[src/rtl/ccff_bitstream_loader_pkg.sv]
// Shared types for the ccff bitstream loader: loader FSM state encoding.
package ccff_bitstream_loader_pkg;

    typedef enum logic [1:0] {
        ST_IDLE  = 2'd0,
        ST_SHIFT = 2'd1,
        ST_DONE  = 2'd2
    } state_e;

endpackage

[src/rtl/ccff_bitstream_loader_piso.sv]
// Word-wide parallel-in/serial-out register with occupancy count; bit 0 leaves first.
module ccff_bitstream_loader_piso #(
    parameter int  WORD_W = 8,
    localparam int OCC_W  = $clog2(WORD_W + 1)
) (
    input  logic              clk,
    input  logic              rst,
    input  logic              i_load,
    input  logic [WORD_W-1:0] i_word,
    input  logic              i_shift,
    input  logic              i_clear,
    output logic              o_bit,
    output logic [OCC_W-1:0]  o_occ,
    output logic              o_empty
);

    logic [WORD_W-1:0] r_sr;
    logic [OCC_W-1:0]  r_occ;

    // A load may coincide with the shift-out of the final held bit; the load wins.
    always_ff @(posedge clk or posedge rst) begin
        if (rst) begin
            r_sr  <= '0;
            r_occ <= '0;
        end else if (i_load) begin
            r_sr  <= i_word;
            r_occ <= OCC_W'(WORD_W);
        end else if (i_clear) begin
            r_occ <= '0;
        end else if (i_shift) begin
            r_sr  <= r_sr >> 1;
            r_occ <= r_occ - 1'b1;
        end
    end

    assign o_bit   = r_sr[0];
    assign o_occ   = r_occ;
    assign o_empty = (r_occ == '0);

endmodule

[src/rtl/ccff_bitstream_loader.sv]
// Serialises bitstream words LSB-first into a ccff chain, exactly CHAIN_LEN bits per pass.
// Define CCFF_VERIFY_EN to enable the verify pass (ccff_tail compared against the re-sent stream).
module ccff_bitstream_loader
    import ccff_bitstream_loader_pkg::*;
#(
    parameter int  WORD_W    = 8,
    parameter int  CHAIN_LEN = 26,
    localparam int CNT_W     = $clog2(CHAIN_LEN + 1)
) (
    input  logic              prog_clk,
    input  logic              pReset,
    input  logic              start,
    input  logic              verify,
    input  logic [WORD_W-1:0] word_in,
    input  logic              word_valid,
    output logic              word_ready,
    output logic              ccff_head,
    output logic              ccff_shift_en,
    input  logic              ccff_tail,
    output logic              busy,
    output logic              done,
    output logic              mismatch,
    output logic [CNT_W-1:0]  mismatch_idx
);

    localparam int               OCC_W    = $clog2(WORD_W + 1);
    localparam logic [CNT_W-1:0] LAST_IDX = CNT_W'(CHAIN_LEN - 1);

    state_e           r_state;
    logic [CNT_W-1:0] r_bit_cnt;
    logic             r_done;
    logic             r_last_head;

    logic             w_piso_bit;
    logic             w_empty;
    logic [OCC_W-1:0] w_occ;
    logic             w_start;
    logic             w_shift;
    logic             w_last;
    logic             w_ready;
    logic             w_load;

    assign w_start = start && (r_state == ST_IDLE);
    assign w_shift = (r_state == ST_SHIFT) && !w_empty;
    assign w_last  = w_shift && (r_bit_cnt == LAST_IDX);
    // Refill while the final held bit is leaving keeps the stream bubble-free.
    assign w_ready = (r_state == ST_SHIFT) &&
                     (w_empty || ((w_occ == OCC_W'(1)) && (r_bit_cnt < LAST_IDX)));
    assign w_load  = w_ready && word_valid;

    ccff_bitstream_loader_piso #(
        .WORD_W (WORD_W)
    ) u_piso (
        .clk     (prog_clk),
        .rst     (pReset),
        .i_load  (w_load),
        .i_word  (word_in),
        .i_shift (w_shift),
        .i_clear (w_last),
        .o_bit   (w_piso_bit),
        .o_occ   (w_occ),
        .o_empty (w_empty)
    );

    always_ff @(posedge prog_clk or posedge pReset) begin
        if (pReset) begin
            r_state     <= ST_IDLE;
            r_bit_cnt   <= '0;
            r_done      <= 1'b0;
            r_last_head <= 1'b0;
        end else begin
            r_done <= 1'b0;
            case (r_state)
                ST_IDLE: begin
                    if (w_start) begin
                        r_state   <= ST_SHIFT;
                        r_bit_cnt <= '0;
                    end
                end
                ST_SHIFT: begin
                    if (w_shift) begin
                        r_bit_cnt   <= r_bit_cnt + 1'b1;
                        r_last_head <= w_piso_bit;
                        if (w_last) begin
                            r_state <= ST_DONE;
                            r_done  <= 1'b1;
                        end
                    end
                end
                ST_DONE: r_state <= ST_IDLE;
                default: r_state <= ST_IDLE;
            endcase
        end
    end

    assign word_ready    = w_ready;
    assign ccff_shift_en = w_shift;
    assign ccff_head     = w_shift ? w_piso_bit : r_last_head;
    assign busy          = (r_state != ST_IDLE);
    assign done          = r_done;

`ifdef CCFF_VERIFY_EN
    logic             r_verify;
    logic             r_mismatch;
    logic [CNT_W-1:0] r_mismatch_idx;

    // The tail carries the previous pass's bit i exactly when bit i of the re-sent stream enters.
    always_ff @(posedge prog_clk or posedge pReset) begin
        if (pReset) begin
            r_verify       <= 1'b0;
            r_mismatch     <= 1'b0;
            r_mismatch_idx <= '0;
        end else if (w_start) begin
            r_verify       <= verify;
            r_mismatch     <= 1'b0;
            r_mismatch_idx <= '0;
        end else if (w_shift && r_verify && !r_mismatch && (ccff_tail != w_piso_bit)) begin
            r_mismatch     <= 1'b1;
            r_mismatch_idx <= r_bit_cnt;
        end
    end

    assign mismatch     = r_mismatch;
    assign mismatch_idx = r_mismatch_idx;
`else
    logic w_unused;
    assign w_unused     = verify ^ ccff_tail;
    assign mismatch     = 1'b0;
    assign mismatch_idx = '0;
`endif

endmodule
[config.mk]
export PLATFORM = sky130hd
export DESIGN_NAME = ccff_bitstream_loader
export DESIGN_NICKNAME = d
export VERILOG_FILES = /design/src/rtl/ccff_bitstream_loader_pkg.sv /design/src/rtl/ccff_bitstream_loader_piso.sv /design/src/rtl/ccff_bitstream_loader.sv
export SDC_FILE = /design/constraint.sdc
export NUM_CORES = 1
export LEC_CHECK = 0
export ABC_AREA = 1
export CORE_ASPECT_RATIO = 1.75
export CORE_UTILIZATION = 45
export DETAILED_ROUTE_END_ITERATION = 10
export PLACE_DENSITY = 0.74
export SETUP_SLACK_MARGIN = 0.5
export SLEW_MARGIN = 20
export SYNTH_ARGS = -nofsm -noshare
export SYNTH_HDL_FRONTEND = slang
export SYNTH_HIERARCHICAL = 1
export SYNTH_SLANG_ARGS = --single-unit
[constraint.sdc]
create_clock -name prog_clk -period 1.8 [get_ports prog_clk]
set_clock_uncertainty 0.2 [all_clocks]
set_input_delay 0.18 -clock prog_clk [delete_from_list [all_inputs] [get_ports prog_clk]]
set_output_delay 0.18 -clock prog_clk [all_outputs]
set_load 0.005 [all_outputs]
==> metrics.txt <==
largest net degree at the start of global routing 13; Final Hold Fails 0; Yosys cell types 26; final critical-path share of the clock period 102.9%; Setup-failing EPs final 10; hold slack 0.02676 ns; Die W 41.68 um; clk_lat worst skew 0.26 ns; WS Path Type register to register; vias post-DR 1120; Die Height 71.44 um; Post-DRT Antenna Nets 0; pwr/cell area 1701 mW/mm2; number of global-route vias before repair 1098; synthesized area 0.001240 mm2; Iter 0 DRT Violations 13; crit path launch type register; status finished, violations left; Final GP Congestion 0.8986; I/O pin count 25; diode count 0; Setup crit end kind register; Fmax 0.5397 GHz; setup TNS -0.3520 ns; cts bufs inserted 3; Starting Density 48.58%; H-tree Lvls 1; Worst EP arrival 1.81 ns; num rows 24; Synth Register Bits 21; layout cell share with drive strength beyond 1 43.22%; initial antenna violation count 0; gr usage total 19.55%; register area share after synthesis 42.38%; Final HPWL DP 2121 um; Core ar. 0.002552 mm2; Initial DRT Pass Iterations 4; CTS tree done; Critical Path RT 1.75 ns; Final Max Tran Viols 0; hold buffers post-CTS 0; violated checks setup timing; maximum vdd drop 1.041 mV; Mapped Avg Cell Area 8.052 um2; CP max FO 5; first-pass GRT wire length 4498 um; DR WL/cell 12.75 um; placed cells 213; CTS sink count 21; aggregate routed wire length 2869 um; worst setup margin -0.05288 ns; Final min period 1.853 ns; Pleak 0.0009179 uW; final std cells w/o fill 225; Reg clk slew, reported paths 0.08 ns; Hold Crit Class input pin to asynchronous set/reset pin; Residual DRC 0; synth warn 6; Mapped Cells 154; Clock Tree Buf Depth 2; grt ovf 0; P&R area growth vs syn 44.90%; die area 0.002978 mm2; vias per std cell 4.978; placed inst area 0.001573 mm2; RSZ-0062 raised after global routing true; fin nets 218; max_cap viols 0; post-layout util 70.39%; I/O Buffers 16; post-route design area 0.001797 mm2; Root Driver clkbuf_8
critical path, cell delays in order (launching register included):
cell and delay, ns:
dfrtp_1 0.39, inv_2 0.08, ha_4 0.13, nand2_2 0.04, nor2_2 0.08, inv_2 0.07, nand2_2 0.07, nand2_2 0.05
nor2_2 0.12, buf_6 0.13, clkinv_8 0.06, o21ai_4 0.09, inv_4 0.08, nand2_1 0.08, o211ai_2 0.07
synthesized netlist by cell type, drive strengths merged:
cell type	n	area, um2
nor2	17	83.83
buf	7	56.30
nand4	2	12.51
o211ai	5	52.55
o22ai	1	12.51
nand3	13	65.06
ha	4	50.05
inv	28	105.1
nand2	41	173.9
nor3	1	5.000
o21ai	7	46.29
dfrtp	21	525.5
clkinv	1	16.27
conb	1	3.750
nor3b	1	7.510
a21oi	4	23.77
placed cells by master, fill, tap and decap left out, drive strengths merged:
cell / Yosys / final
o22ai: 1 / 1
nor3: 1 / 1
nand2: 41 / 41
o211ai: 5 / 5
clkdlybuf4s50: 0 / 11
nor2: 17 / 17
nor3b: 1 / 1
o21ai: 7 / 7
ha: 4 / 4
buf: 7 / 29
clkbuf: 0 / 5
nand4: 2 / 2
dlygate4sd2: 0 / 1
conb: 1 / 6
nand3: 13 / 13
inv: 28 / 28
dfrtp: 21 / 21
a21oi: 4 / 4
clkinv: 1 / 2
cells by family after synthesis:
group           count (synthesis)  share of synthesized area, %
flops                          21                         42.38
buf+inv                        36                         14.33
simple gates                   75                         28.05
other cells                     1                        0.3024
fa+ha+maj                       4                         4.036
compound gates                 17                         10.90
flip-flops by register name, indices dropped and copies added (netlist names):
signal,cells
u_piso/r_sr,8
r_bit_cnt,5
u_piso/o_occ,4
r_state,2
done,1
r_last_head,1
power breakdown:
| group | total, uW | switching (uW) | internal (uW) |
|---|---|---|---|
| clock | 311 | 157 | 154 |
| sequential | 797 | 134 | 663 |
| combinational | 1950 | 1050 | 901 |
per-layer routing:
metal,part of all wire (%),up-vias,global-route usage [%]
li1,-,561,-
met1,37,532,18.99
met2,59,19,39.58
met3,2.1,8,2.267
met4,2.1,0,7.885
met5,0,-,0
through the flow:
step | setup WS [ns] | total power, uW
finish | -0.05288 | 3056
CTS | -0.1267 | 2820
global route | -0.1872 | 3281
detailed placement | -0.1214 | 2381
global placement | -0.1157 | 2305
floorplan | -0.04818 | 1778
cell type report:
class                      instances  area [um2]
timing repair buffer              43       381.6
tap                               26       32.53
fill                             188       755.7
clock buffer                       3       41.29
multi-input combinational        102       681.9
inverter                          29       128.9
sequential                        21       525.5
clock inverter                     1       5.005
path summary, 6_finish.rpt:
check	end	depth (start not counted)	from	slack (ns)
min in group prog_clk	u_piso/r_sr[7]$_DFFE_PP0P_	3	word_in[7]	0.27
worst min register to register	u_piso/r_sr[6]$_DFFE_PP0P_	2	u_piso/r_sr[6]$_DFFE_PP0P_	0.30
worst max register to register	u_piso/r_sr[4]$_DFFE_PP0P_	14	u_piso/o_occ[0]$_DFFE_PP0P_	-0.05
worst max-delay path	u_piso/r_sr[4]$_DFFE_PP0P_	14	u_piso/o_occ[0]$_DFFE_PP0P_	-0.05
max in group asynchronous	u_piso/o_occ[1]$_DFFE_PP0P_	2	pReset	1.00
worst min-delay path	r_bit_cnt[3]$_DFFE_PP0P_	2	pReset	0.03
timing repair:
action,in CTS,in global routing
hold endpoints to repair,0,0
buffers inserted,5,3
pin swaps,7,9
setup endpoints to repair,26,25
resized for setup,25,33
No activity file was read; power rests on OpenSTA's default activity.
